**config.mk**
```make
export PLATFORM = sky130hd
export DESIGN_NAME = granule_sequencer
export DESIGN_NICKNAME = d
export VERILOG_FILES = /design/src/rtl/granule_sequencer.sv
export SDC_FILE = /design/constraint.sdc
export NUM_CORES = 1
export LEC_CHECK = 0
export ABC_AREA = 1
export CORE_MARGIN = 2
export CORE_UTILIZATION = 49
export CTS_CLUSTER_SIZE = 20
export DETAILED_ROUTE_END_ITERATION = 16
export GPL_TIMING_DRIVEN = 0
export PLACE_DENSITY = 0.84
export SYNTH_ARGS = -nofsm -noshare
export SYNTH_HDL_FRONTEND = slang
export SYNTH_SLANG_ARGS = --single-unit
```
**constraint.sdc**
```tcl
create_clock -name clk -period 2.45 [get_ports clk]
set_input_delay 0.245 -clock clk [delete_from_list [all_inputs] [get_ports clk]]
set_output_delay 0.245 -clock clk [all_outputs]
set_load 0.02 [all_outputs]
```
**src/rtl/granule_sequencer.sv**
```systemverilog
// rtl/granule_sequencer.sv - frame-level sequencer for the antialias -> antialias_reorder datapath
//
// Latches per-frame side info for both granules, loads the antialias config for
// each granule, streams SAMPLES read addresses per granule (honouring stall) and
// waits for the reorder stage to drain a granule before starting the next one.
//
// Ports:
//   clk, rst                     clock, asynchronous active-low reset
//   si_valid                     side info for a new frame is valid (pulse)
//   wsf_in / block_type_in /
//   mixed_block_flag_in          side info, granule g in bit g / bits [2g+1:2g]
//   samples_ready                sample buffer holds both granules
//   stall                        downstream not ready; suppresses reads
//   dout_v                       one strobe per sample leaving antialias_reorder
//   rd_en / rd_gr / rd_addr      sample-buffer read request (1-cycle read latency)
//   din_v / is_pos_out           read request delayed to line up with buffer data
//   *_out config                 antialias config for the granule in flight
//   new_frame_start              resets antialias state before each granule
//   busy / frame_done            activity and end-of-frame pulse
//   err_timeout / err_overrun    sticky error flags, cleared by an accepted frame
module granule_sequencer #(
  parameter int SAMPLES       = 576,
  parameter int NUM_GR        = 2,
  parameter int DRAIN_TIMEOUT = 4096
) (
  input  logic       clk,
  input  logic       rst,
  input  logic       si_valid,
  input  logic [1:0] wsf_in,
  input  logic [3:0] block_type_in,
  input  logic [1:0] mixed_block_flag_in,
  input  logic       samples_ready,
  input  logic       stall,
  input  logic       dout_v,
  output logic       rd_en,
  output logic       rd_gr,
  output logic [9:0] rd_addr,
  output logic       din_v,
  output logic [9:0] is_pos_out,
  output logic       window_switching_flag_out,
  output logic [1:0] block_type_out,
  output logic       mixed_block_flag_out,
  output logic       new_frame_start,
  output logic       busy,
  output logic       frame_done,
  output logic       err_timeout,
  output logic       err_overrun
);

  localparam logic [2:0] S_IDLE     = 3'd0;
  localparam logic [2:0] S_WAIT_BUF = 3'd1;
  localparam logic [2:0] S_CONFIG   = 3'd2;
  localparam logic [2:0] S_STREAM   = 3'd3;
  localparam logic [2:0] S_DRAIN    = 3'd4;
  localparam logic [2:0] S_DONE     = 3'd5;

  localparam int IW = $clog2(DRAIN_TIMEOUT + 1);

  localparam logic [9:0]    CNT_FULL = 10'(SAMPLES);
  localparam logic [9:0]    CNT_LAST = 10'(SAMPLES - 1);
  localparam logic [IW-1:0] IDLE_MAX = IW'(DRAIN_TIMEOUT);
  localparam logic          GR_LAST  = 1'(NUM_GR - 1);

  logic [2:0]    r_state;
  logic          r_g;
  logic [1:0]    r_wsf;
  logic [3:0]    r_bt;
  logic [1:0]    r_mixed;
  logic [9:0]    r_in_cnt;
  logic [9:0]    r_out_cnt;
  logic [IW-1:0] r_idle;
  logic          r_din_v;
  logic [9:0]    r_is_pos;
  logic          r_cfg_wsf;
  logic [1:0]    r_cfg_bt;
  logic          r_cfg_mixed;
  logic          r_err_timeout;
  logic          r_err_overrun;

  logic          w_streaming;
  logic          w_rd_en;
  logic [9:0]    w_rd_addr;
  logic          w_out_inc;
  logic [9:0]    w_out_next;
  logic          w_drain_done;
  logic [IW-1:0] w_idle_next;
  logic          w_timeout;

  assign w_streaming = (r_state == S_STREAM);
  assign w_rd_en     = w_streaming && !stall;
  assign w_rd_addr   = w_streaming ? r_in_cnt : 10'd0;

  // Output count saturates; dout_v is only meaningful while a granule is in flight.
  assign w_out_inc    = dout_v && (w_streaming || r_state == S_DRAIN) && (r_out_cnt != CNT_FULL);
  assign w_out_next   = r_out_cnt + {9'd0, w_out_inc};
  // Completion looks at the post-increment count so the final dout_v advances on its own edge.
  assign w_drain_done = (w_out_next == CNT_FULL);
  assign w_idle_next  = dout_v ? '0 : r_idle + 1'b1;
  assign w_timeout    = !w_drain_done && (w_idle_next == IDLE_MAX);

  always_ff @(posedge clk or negedge rst) begin
    if (!rst) begin
      r_state       <= S_IDLE;
      r_g           <= 1'b0;
      r_wsf         <= '0;
      r_bt          <= '0;
      r_mixed       <= '0;
      r_in_cnt      <= '0;
      r_out_cnt     <= '0;
      r_idle        <= '0;
      r_din_v       <= 1'b0;
      r_is_pos      <= '0;
      r_cfg_wsf     <= 1'b0;
      r_cfg_bt      <= '0;
      r_cfg_mixed   <= 1'b0;
      r_err_timeout <= 1'b0;
      r_err_overrun <= 1'b0;
    end else begin
      r_din_v  <= w_rd_en;
      r_is_pos <= w_rd_addr;

      // Any si_valid outside IDLE (including the DONE cycle) is rejected.
      if (si_valid && r_state != S_IDLE) begin
        r_err_overrun <= 1'b1;
      end

      case (r_state)
        S_IDLE: begin
          if (si_valid) begin
            r_wsf         <= wsf_in;
            r_bt          <= block_type_in;
            r_mixed       <= mixed_block_flag_in;
            r_g           <= 1'b0;
            r_err_timeout <= 1'b0;
            r_err_overrun <= 1'b0;
            r_state       <= S_WAIT_BUF;
          end
        end
        S_WAIT_BUF: begin
          if (samples_ready) begin
            r_state <= S_CONFIG;
          end
        end
        S_CONFIG: begin
          r_cfg_wsf   <= r_wsf[r_g];
          r_cfg_bt    <= r_g ? r_bt[3:2] : r_bt[1:0];
          r_cfg_mixed <= r_mixed[r_g];
          r_in_cnt    <= '0;
          r_out_cnt   <= '0;
          r_idle      <= '0;
          r_state     <= S_STREAM;
        end
        S_STREAM: begin
          r_out_cnt <= w_out_next;
          if (w_rd_en) begin
            if (r_in_cnt != CNT_FULL) begin
              r_in_cnt <= r_in_cnt + 10'd1;
            end
            if (r_in_cnt == CNT_LAST) begin
              r_state <= S_DRAIN;
            end
          end
        end
        S_DRAIN: begin
          r_out_cnt <= w_out_next;
          r_idle    <= w_idle_next;
          if (w_drain_done || w_timeout) begin
            if (w_timeout) begin
              r_err_timeout <= 1'b1;
            end
            if (r_g == GR_LAST) begin
              r_state <= S_DONE;
            end else begin
              r_g     <= r_g + 1'b1;
              r_state <= S_CONFIG;
            end
          end
        end
        S_DONE: begin
          r_state <= S_IDLE;
        end
        default: begin
          r_state <= S_IDLE;
        end
      endcase
    end
  end

  assign rd_en                     = w_rd_en;
  assign rd_gr                     = w_streaming & r_g;
  assign rd_addr                   = w_rd_addr;
  assign din_v                     = r_din_v;
  assign is_pos_out                = r_is_pos;
  assign window_switching_flag_out = r_cfg_wsf;
  assign block_type_out            = r_cfg_bt;
  assign mixed_block_flag_out      = r_cfg_mixed;
  assign new_frame_start           = (r_state == S_CONFIG);
  assign busy                      = (r_state != S_IDLE);
  assign frame_done                = (r_state == S_DONE);
  assign err_timeout               = r_err_timeout;
  assign err_overrun               = r_err_overrun;

endmodule

```
==> reports/metrics.yaml <==
routed_wl_microns: 8880
cts_made_buffers: 9
die_y_microns: 85.9
final_util_pct: 69.2
comb_power_share_pct: 41.3
netlist_instances: 432
design_area_sq_mm: 0.00444
final.period_utilization_pct: 105
die_w_microns: 85.9
cts.reportedPaths.clkPinSlew_ns: 0.07
failed_checks: "setup timing"
tightest_slew_ns: 0.543
core_area_sq_mm: 0.00642
worst_hold_slack_ns: 0.403
fmaxAchievable_mhz: 390
p_sw_share_pct: 39.4
drv_slew: 0
yosys_warnings: 0
grt_pass1_wl_microns: 14200
antenna_found_initial: 0
start_util_pct: 51.2
reg2regPathDepth: 22
power_frac_seq_pct: 33.6
p_per_area_mw_per_mm2: 939
layout.nets: 532
dr.pass1.iters: 5
critPathRequiredTime_ns: 2.71
drive_gt1_share_pct: 21.2
busiest_layer: "met2"
synth-edff-count: 0
rsz0062_at_grt: "yes"
cts_tree: "done"
cp-end-kind: "flop"
final_cell_mix: "nand2_1 (106), dfrtp_1 (58), nor2_1 (44), inv_1 (40), clkdlybuf4s50_1 (35)"
setup_ws_ns: -0.115
r2r-end: "err_timeout"
ant_nets: 0
drt_iter0_drc: 275
port_buffers: 45
hold_viol: 0
route.detailed.drc: 0
ys_ff_latch: 62
dp.final_hpwl_microns: 5600
gp_congestion: 0.868
use_met3_pct: 6.26
fillers: 477
syn_nets: 451
p_sw_w: 0.00164
cts_buffer_depth: 2
insertion_delay_ns: 0.36
max_slew_margin_pct: 63.8
p_leak_nw: 2.11
routedWlPerCell_microns: 14.9
synth_top_area_share_pct: 47.2
root_buffer: "clkbuf_8"
internal_power_w: 0.00253
yosys-top-cells-area: "dfrtp_1 (47%), nand2_1 (13%), nand3_1 (6.1%), nor2_1 (5.5%), inv_1 (5.1%)"
finalCriticalPeriod_ns: 2.56
setup_viol: 5
path_max_fanout: 6
grt_overflow: 0
cts-htree-levels: 3
r2r-start: "r_state[2]"
synth_cell_types: 33
grt_usage_pct: 24.3
regToRegSetupSlack_ns: -0.11
pre_cts_ws_ns: -0.504
use_met1_pct: 32.1
grt_pass1_vias: 3133
avgSynthCellArea_sq_um: 7.61
tns_ns: -0.330
final_common_cell: "nand2_1"
dieArea_sq_mm: 0.00738
avgViaCountPerCell: 5.63
num_antenna_cells: 0
num_io_pins: 46
num_vias: 3348
start_kind: "flop"
status: "finished with violations"
yosys.area.top_type: "dfrtp_1"
use_met2_pct: 36.6
grt_max_degree: 41
cap_viol_max_count: 0
area_delta_synth_final_pct: 35.1
cts.sinks: 62
path_class: "reg -> reg"
synth-seq-area-share_pct: 47.2
hold_path_class: "in -> async"
synth_area_sq_mm: 0.00329
clock_power_share_pct: 25.1
clock-skew-final_ns: 0.0108
synthFlopType: "dfrtp_1"
num_rows: 29
dpl_cell_area_sq_mm: 0.00389
cp_data_arrival_time_ns: 2.82
async_flop_share_pct: 100
irDropWorstVdd_uv: 758
==> critical path, cell delays in order (launching register included) <==
cell,delay (ns)
dfrtp_1,0.39
inv_2,0.08
nand2_4,0.06
nor2_4,0.12
inv_4,0.05
nand2_4,0.09
inv_8,0.04
a211oi_4,0.20
ha_4,0.19
buf_6,0.10
nand2_2,0.06
nor2_4,0.14
nand3_1,0.10
nand2_1,0.08
nand2_1,0.11
nor2_4,0.13
inv_2,0.06
nor2_4,0.14
nor2_4,0.05
nand2_4,0.10
nand3_2,0.07
nand2_1,0.06
nand2_1,0.05
==> power by group through the flow <==
stage                     Combinational [W]  Clock (W)  Sequential (W)
after global placement              0.00134          0         0.00139
after global routing                0.00188    0.00110         0.00142
after CTS                           0.00158    0.00105         0.00139
final                               0.00172    0.00105         0.00140
after floorplan                    0.000873          0         0.00142
after detailed placement            0.00139          0         0.00139
==> metrics by stage <==
step | power (W) | cells
floorplan | 0.00230 | 432
global placement | 0.00273 | 554
detailed placement | 0.00278 | 555
CTS | 0.00402 | 584
global route | 0.00441 | 595
finish | 0.00417 | 595
==> state kept, by name (all words and copies together) (netlist names), 2 cells and up, named ones only <==
signal	cells
block_type_out	2
is_pos_out	10
r_bt	4
r_idle	13
r_in_cnt	10
r_mixed	2
r_out_cnt	10
r_state	3
r_wsf	2
==> cell type report <==
cell class	count	area, sq um	share of cell area, %
Multi-Input combinational cell	302	1630	36.7
Sequential cell	62	1560	35.0
Timing Repair Buffer	72	656	14.8
Inverter	58	228	5.13
Clock buffer	11	151	3.41
Tap cell	77	96.3	2.17
Clock inverter	5	81.3	1.83
Buffer	8	43.8	0.986
==> worst max path at each step <==
| stage | startpoint | to | slack [ns] |
|---|---|---|---|
| 4_1_cts | r_state[2] | err_timeout | -0.06 |
| 3_3_place_gp | rst | is_pos_out[3] | -0.87 |
| 2_1_floorplan | r_state[2] | err_timeout | -0.12 |
| 3_5_place_dp | r_state[2] | err_timeout | -0.50 |
| 6_report | r_state[2] | err_timeout | -0.11 |
| 5_1_grt | r_state[2] | err_timeout | -0.25 |
==> synthesized netlist by cell type, types with 2 or more instances <==
| library cell | count |
|---|---|
| a21oi_1 | 9 |
| buf_1 | 2 |
| buf_2 | 2 |
| buf_4 | 2 |
| clkbuf_1 | 3 |
| clkinv_1 | 4 |
| dfrtp_1 | 62 |
| ha_1 | 5 |
| inv_1 | 45 |
| inv_2 | 9 |
| nand2_1 | 114 |
| nand2_2 | 7 |
| nand3_1 | 40 |
| nand4_1 | 10 |
| nor2_1 | 48 |
| nor2_2 | 8 |
| nor2_4 | 3 |
| nor3_1 | 7 |
| nor4_1 | 3 |
| o21ai_0 | 16 |
| o21ai_1 | 2 |
| o22ai_1 | 16 |
| o31ai_1 | 5 |
==> cells by family (layout without fill, tap and decap cells) <==
group,after synthesis,count (layout),share of synthesized area (%)
and+or+nand+nor,244,244,33.2
buffers and inverters,68,154,8.29
DFF,62,62,47.2
AOI/OAI and AO/OA,52,52,9.17
adders and majority gates,5,5,1.90
xor gates and xnor gates,1,1,0.266
==> layer usage <==
metal	vias up	wire (microns)
met1	1568	3690
met3	37	671
met4	0	282
met5	-	0
met2	171	4230
li1	1572	-
==> repair_timing <==
action	4_1_cts	5_1_grt
setup buffers	14	11
resized for setup	40	8
endpoints found under the setup margin	14	6
pin swaps	19	4
hold buffers	1	0
endpoints found under the hold margin	22	0
Power figures use the tool's default switching activity.
